$ cat config.mk
export PLATFORM = sky130hd
export DESIGN_NAME = dma_master
export DESIGN_NICKNAME = d
export VERILOG_FILES = /design/src/rtl/dma_pkg.sv /design/src/rtl/dma_buf.sv /design/src/rtl/dma_master.sv
export SDC_FILE = /design/constraint.sdc
export NUM_CORES = 1
export LEC_CHECK = 0
export CAP_MARGIN = 20
export CORE_MARGIN = 1
export CORE_UTILIZATION = 55
export DETAILED_ROUTE_END_ITERATION = 8
export DONT_BUFFER_PORTS = 1
export PLACE_DENSITY_LB_ADDON = 0.25
export REMOVE_ABC_BUFFERS = 1
export SYNTH_ARGS = -nofsm -noshare
export SYNTH_HDL_FRONTEND = slang
export SYNTH_SLANG_ARGS = --single-unit
$ cat constraint.sdc
create_clock -name clk -period 5.9 [get_ports clk]
set_clock_uncertainty 0.1 [all_clocks]
set_input_delay 0.885 -clock clk [delete_from_list [all_inputs] [get_ports clk]]
set_output_delay 0.885 -clock clk [all_outputs]
set_load 0.005 [all_outputs]
$ cat src/rtl/dma_pkg.sv
// Shared types and constants for the DMA AXI4 initiator.
package dma_pkg;

  localparam int MAX_BURST_DEF = 16;

  localparam logic [1:0] AXI_RESP_OKAY  = 2'b00;
  localparam logic [1:0] AXI_BURST_INCR = 2'b01;
  localparam logic [2:0] AXI_SIZE_4B    = 3'b010;

  typedef enum logic [2:0] {
    ST_IDLE,
    ST_RADDR,
    ST_RDATA,
    ST_WADDR,
    ST_WDATA,
    ST_WRESP,
    ST_DONE
  } dma_state_e;

  // AXI LEN (beats-1) for the next chunk: min(remain, maxBurst) - 1.
  // Only meaningful for remain >= 1.
  function automatic logic [3:0] burstLenM1(input logic [31:0] remain, input int maxBurst);
    if (remain >= $unsigned(maxBurst)) begin
      return 4'(maxBurst - 1);
    end
    return 4'(remain - 32'd1);
  endfunction

endpackage

$ cat src/rtl/dma_buf.sv
// 16 x 32-bit chunk buffer: one synchronous write port, one asynchronous read port.
module dma_buf
  import dma_pkg::*;
(
  input  logic        clk,
  input  logic        we_i,
  input  logic [3:0]  waddr_i,
  input  logic [31:0] wdata_i,
  input  logic [3:0]  raddr_i,
  output logic [31:0] rdata_o
);

  logic [31:0] mem_q [16];

  // Capture read-burst beats; the array is not reset because it is always written before read.
  always_ff @(posedge clk) begin
    if (we_i) begin
      mem_q[waddr_i] <= wdata_i;
    end
  end

  assign rdata_o = mem_q[raddr_i];

endmodule

$ cat src/rtl/dma_master.sv
// AXI4 initiator of the DMA: copies DMALEN words from DMASRC to DMADST in
// read-then-write chunks of up to MAX_BURST beats through a local buffer.
module dma_master
  import dma_pkg::*;
#(
  parameter logic [3:0] MASTER_ID = 4'd2,
  parameter int         MAX_BURST = MAX_BURST_DEF
) (
  input  logic        clk,
  input  logic        rst,
  input  logic        DMAEN,
  input  logic [31:0] DMASRC,
  input  logic [31:0] DMADST,
  input  logic [31:0] DMALEN,
  output logic        DMA_DONE,
  output logic        DMA_ERR,
  output logic [3:0]  ARID,
  output logic [31:0] ARADDR,
  output logic [3:0]  ARLEN,
  output logic [2:0]  ARSIZE,
  output logic [1:0]  ARBURST,
  output logic        ARVALID,
  input  logic        ARREADY,
  input  logic [3:0]  RID,
  input  logic [31:0] RDATA,
  input  logic [1:0]  RRESP,
  input  logic        RLAST,
  input  logic        RVALID,
  output logic        RREADY,
  output logic [3:0]  AWID,
  output logic [31:0] AWADDR,
  output logic [3:0]  AWLEN,
  output logic [2:0]  AWSIZE,
  output logic [1:0]  AWBURST,
  output logic        AWVALID,
  input  logic        AWREADY,
  output logic [31:0] WDATA,
  output logic [3:0]  WSTRB,
  output logic        WLAST,
  output logic        WVALID,
  input  logic        WREADY,
  input  logic [3:0]  BID,
  input  logic [1:0]  BRESP,
  input  logic        BVALID,
  output logic        BREADY
);

  dma_state_e  state_q, state_d;
  logic [31:0] srcPtr_q, srcPtr_d;
  logic [31:0] dstPtr_q, dstPtr_d;
  logic [31:0] remain_q, remain_d;
  logic [3:0]  lenM1_q, lenM1_d;
  logic [3:0]  beatCnt_q, beatCnt_d;
  logic        err_q, err_d;
  logic        done_q, done_d;

  logic [4:0]  blen;
  logic [31:0] stepBytes;
  logic [31:0] remainNext;
  logic        bErr;
  logic [31:0] bufRdata;
  logic        unusedIds;

  assign blen       = {1'b0, lenM1_q} + 5'd1;
  assign stepBytes  = {25'd0, blen, 2'b00};
  assign remainNext = remain_q - {27'd0, blen};
  assign bErr       = err_q | (BRESP != AXI_RESP_OKAY);
  assign unusedIds  = ^{RID, BID};

  dma_buf u_buf (
    .clk     (clk),
    .we_i    ((state_q == ST_RDATA) && RVALID),
    .waddr_i (beatCnt_q),
    .wdata_i (RDATA),
    .raddr_i (beatCnt_q),
    .rdata_o (bufRdata)
  );

  // State and datapath registers; reset returns to IDLE with all handshakes dropped.
  always_ff @(posedge clk or negedge rst) begin
    if (!rst) begin
      state_q   <= ST_IDLE;
      srcPtr_q  <= '0;
      dstPtr_q  <= '0;
      remain_q  <= '0;
      lenM1_q   <= '0;
      beatCnt_q <= '0;
      err_q     <= 1'b0;
      done_q    <= 1'b0;
    end else begin
      state_q   <= state_d;
      srcPtr_q  <= srcPtr_d;
      dstPtr_q  <= dstPtr_d;
      remain_q  <= remain_d;
      lenM1_q   <= lenM1_d;
      beatCnt_q <= beatCnt_d;
      err_q     <= err_d;
      done_q    <= done_d;
    end
  end

  // Next-state logic: sequence each chunk as AR, R beats, AW, W beats, B.
  always_comb begin
    state_d   = state_q;
    srcPtr_d  = srcPtr_q;
    dstPtr_d  = dstPtr_q;
    remain_d  = remain_q;
    lenM1_d   = lenM1_q;
    beatCnt_d = beatCnt_q;
    err_d     = err_q;
    done_d    = done_q;
    case (state_q)
      ST_IDLE: begin
        if (DMAEN) begin
          srcPtr_d  = DMASRC;
          dstPtr_d  = DMADST;
          remain_d  = DMALEN;
          err_d     = 1'b0;
          beatCnt_d = '0;
          if (DMALEN == 32'd0) begin
            state_d = ST_DONE;
            done_d  = 1'b1;
          end else begin
            state_d = ST_RADDR;
            lenM1_d = burstLenM1(DMALEN, MAX_BURST);
          end
        end
      end
      ST_RADDR: begin
        if (ARREADY) state_d = ST_RDATA;
      end
      ST_RDATA: begin
        if (RVALID) begin
          beatCnt_d = beatCnt_q + 4'd1;
          if (RRESP != AXI_RESP_OKAY) err_d = 1'b1;
          if (RLAST) begin
            beatCnt_d = '0;
            state_d   = ST_WADDR;
          end
        end
      end
      ST_WADDR: begin
        if (AWREADY) state_d = ST_WDATA;
      end
      ST_WDATA: begin
        if (WREADY) begin
          if (beatCnt_q == lenM1_q) begin
            beatCnt_d = '0;
            state_d   = ST_WRESP;
          end else begin
            beatCnt_d = beatCnt_q + 4'd1;
          end
        end
      end
      ST_WRESP: begin
        if (BVALID) begin
          err_d    = bErr;
          srcPtr_d = srcPtr_q + stepBytes;
          dstPtr_d = dstPtr_q + stepBytes;
          remain_d = remainNext;
          if ((remainNext == 32'd0) || bErr) begin
            state_d = ST_DONE;
            done_d  = 1'b1;
          end else begin
            state_d = ST_RADDR;
            lenM1_d = burstLenM1(remainNext, MAX_BURST);
          end
        end
      end
      ST_DONE: begin
        if (!DMAEN) begin
          done_d  = 1'b0;
          state_d = ST_IDLE;
        end
      end
      default: state_d = ST_IDLE;
    endcase
  end

  assign ARID    = MASTER_ID;
  assign ARADDR  = srcPtr_q;
  assign ARLEN   = lenM1_q;
  assign ARSIZE  = AXI_SIZE_4B;
  assign ARBURST = AXI_BURST_INCR;
  assign ARVALID = (state_q == ST_RADDR);
  assign RREADY  = (state_q == ST_RDATA);
  assign AWID    = MASTER_ID;
  assign AWADDR  = dstPtr_q;
  assign AWLEN   = lenM1_q;
  assign AWSIZE  = AXI_SIZE_4B;
  assign AWBURST = AXI_BURST_INCR;
  assign AWVALID = (state_q == ST_WADDR);
  assign WVALID  = (state_q == ST_WDATA);
  assign WDATA   = WVALID ? bufRdata : 32'd0;
  assign WSTRB   = 4'hF;
  assign WLAST   = WVALID && (beatCnt_q == lenM1_q);
  assign BREADY  = (state_q == ST_WRESP);
  assign DMA_DONE = done_q;
  assign DMA_ERR  = err_q;

endmodule

==> qor.yml <==
cells_and_area:
  final_util_pct: 61.62
  nFillCells: 3507
  drive_gt1_share_pct: 18.44
  multi_input_area_sq_um: 8621
  syn_to_final_growth_pct: 10.58
  register_area_sq_um: 18110
  fin_nets: 1928
  diodes: 0
critical_path:
  worstPathArrival_ps: 5000
  critPathRequiredTime_ps: 6300
  startpoint_type: "flop"
  end_kind: "flop"
  startpoint: "ARLEN[1]"
  path_class: "flop to flop"
  r2r_start: "ARLEN[1]"
  crit_fanout: 6
synth:
  synth_compound_area_share_pct: 7.502
  synth.distinct_cells: 67
  yosys_warnings: 0
  ys.flop_type: "edfxtp_1"
  synthCells: 1756
  synth_most_common_cell: "edfxtp_1"
  synthTopCellsByCount: "edfxtp_1, mux4_2, a21oi_1"
  synth-xor-area-share_pct: 0.8688
  synth_top_area_share_pct: 56.49
  synth-seq-cells: 621
  synth_seq_area_share_pct: 66.51
  synth_area_leaders: "edfxtp_1, mux4_2, dfrtp_1, a21oi_1, o21ai_0"
  netlist_area_sq_um: 27220
  avgSynthCellArea_sq_um: 15.50
  synthArstFlopShare_pct: 17.55
  synth-edff-count: 512
  yosys.area_share.simple_pct: 7.474
  synth.area.mux_share_pct: 13.74
  synth_fa_ha_area_share_pct: 1.324
  synth_top_cell_by_area: "edfxtp_1"
  synth_top_family_by_area: "multiplexers"
pwr:
  power_mw: 12.96
  cellPowerDensity_nw_per_um2: 430.7
  max-vdd-ir-drop_mv: 0.3688
  p_leak_nw: 9.811
clock_network:
  clk_path_buf_depth: 3
  cts_buffers: 66
  path_clk_slew_ps: 60
  cts_sinks: 621
  cts_resized: 0
  cts_root_buffer: "clkbuf_16"
  insertion_delay_ps: 620
  htreeDepth: 3
  cts_tree: "yes"
sta:
  period_minus_slack_ps: 4603
  fmax_mhz: 217.3
  rsz0062_at_grt: "false"
  slew_violations: 0
  slew_headroom_pct: 26.58
  worst_slew_pin_slew_ps: 1101
  setup_ws_ps: 1297
  finalSetupViolations: 0
  period_share_pct: 78.01
  hold_violations: 0
global_routing:
  grt_pass1_wl_microns: 96620
  antenna_found_initial: 0
  grt-ovfl-total: 0
  grt_max_degree: 110
  grtUsageTotal_pct: 25.91
  grt_pass1_vias: 15670
place:
  dp_hpwl_microns: 38650
  numPortBuffers: 0
  post-place-ws_ps: 1318
  gp_congestion: 0.9237
detailed_routing:
  ant_nets: 0
  drt_iter0_drc: 1720
  vias: 15970
  viasPerCell: 6.480
  drc_errors: 0
  firstDrtPassIters: 5
  wirelength_microns: 64990
  wl_per_cell_microns: 26.37
floorplanning:
  die_x_microns: 224.5
  rows: 81
  initial_core_util_pct: 55.72
  dieArea_sq_um: 50380
  die_y_microns: 224.5
  ios: 283
  core_sq_um: 48850
run_status:
  status: "completed"
min_path:
  min_path_type: "input pin to async pin"
job:
  drv_cap: 0
==> layout make-up <==
cell class | count | area share [%]
Sequential cell | 621 | 60.18
Multi-Input combinational cell | 1000 | 28.64
Clock buffer | 83 | 5.836
Tap cell | 664 | 2.760
Clock inverter | 33 | 1.210
Timing Repair Buffer | 34 | 0.9977
Inverter | 29 | 0.3700
==> worst max-delay path, cell delays in order (launching register included) <==
cell and delay [ps]:
dfrtp_1 600, ha_1 270, xor2_1 340, inv_1 90
ha_1 330, nor2b_1 170, o311ai_0 650, nand3_1 280
xor2_1 190, nand2_1 90, nor3_1 780, a31oi_4 230
mux2_4 350
==> logic make-up (layout without fill, tap and decap cells) <==
group,count (synthesis),count (layout)
other,2,22
AND/OR/NAND/NOR,412,412
adder cells (fa/ha/maj),27,27
multiplexers,171,171
buffers and inverters,155,179
XOR/XNOR,27,27
AO/OA/AOI/OAI,341,341
flip-flops,621,621
==> routing by layer <==
| layer | vias up | GRT usage [%] | share of wire [%] |
|---|---|---|---|
| li1 | 6890 | - | - |
| met1 | 8179 | 34.61 | 38 |
| met2 | 767 | 41.32 | 49 |
| met3 | 131 | 6.571 | 9.2 |
| met4 | 0 | 9.831 | 3.3 |
| met5 | - | 0 | 0 |
==> sequential cells by signal, indices dropped and copies added (netlist names) <==
name / flops
AWADDR: 32
ARLEN: 4
u_buf.mem_q: 512
ARADDR: 32
DMA_DONE: 1
beatCnt_q: 4
state_q: 3
DMA_ERR: 1
remain_q: 32
==> cells in the final DEF (no fill, tap or decap), types with 7 or more instances in the layout <==
| cell type | synthesis | final |
|---|---|---|
| a22oi_1 | 10 | 10 |
| clkinv_1 | 0 | 14 |
| nand4_1 | 16 | 16 |
| nor2b_1 | 7 | 7 |
| dfrtp_1 | 109 | 105 |
| nor4_1 | 25 | 25 |
| buf_4 | 26 | 31 |
| clkinv_2 | 0 | 8 |
| inv_1 | 28 | 28 |
| nand3_1 | 42 | 42 |
| nor2_1 | 109 | 97 |
| and3_1 | 15 | 15 |
| xor2_1 | 10 | 10 |
| xnor2_1 | 17 | 17 |
| nor2_4 | 0 | 12 |
| a21oi_1 | 133 | 132 |
| nand2b_1 | 10 | 10 |
| nand2_1 | 98 | 97 |
| ha_1 | 24 | 24 |
| and2_1 | 34 | 34 |
| o22ai_1 | 33 | 33 |
| nor3_1 | 29 | 25 |
| a2bb2oi_1 | 10 | 10 |
| clkbuf_16 | 0 | 67 |
| edfxtp_1 | 512 | 512 |
| a31oi_1 | 10 | 10 |
| a21o_1 | 10 | 9 |
| or3_1 | 7 | 7 |
| conb_1 | 2 | 22 |
| mux4_2 | 160 | 160 |
| clkbuf_1 | 76 | 14 |
| o21ai_0 | 84 | 84 |
==> repair_timing <==
| action | 4_1_cts | 5_1_grt |
|---|---|---|
| hold buffers | 1 | 0 |
| buffers inserted | 0 | 0 |
| endpoints found under the hold margin | 109 | 0 |
==> where the power goes <==
part | switching [mW] | leakage [nW] | total, mW | internal, mW
sequential | 0.704 | 5.84 | 5.87 | 5.17
combinational | 1.64 | 2.94 | 3.02 | 1.39
clock | 1.71 | 1.03 | 4.07 | 2.35
total | 4.05 | 9.81 | 13.0 | 8.91
==> final timing paths <==
check	end	slack, ps	cells past startpoint
setup reg to reg	ARLEN[2]	1300	12
setup / recovery	ARLEN[2]	1300	12
hold / removal	remain_q[11]	80	1
max in group asynchronous	ARADDR[31]	5110	1
min in group clk	u_buf.mem_q[3][14]	270	0
hold reg to reg	remain_q[4]	410	2
==> through the flow <==
stage,instances,hold slack (ps),instance area [sq um],setup TNS [ps]
floorplan,1650,356.3,26710,-737590
global placement,2347,380.9,27950,0
detailed placement,2347,394.5,27950,0
CTS,2464,107.6,30100,0
global route,2464,121.4,30100,0
finish,2464,80.17,30100,0
No activity file was read; power rests on OpenSTA's default activity.
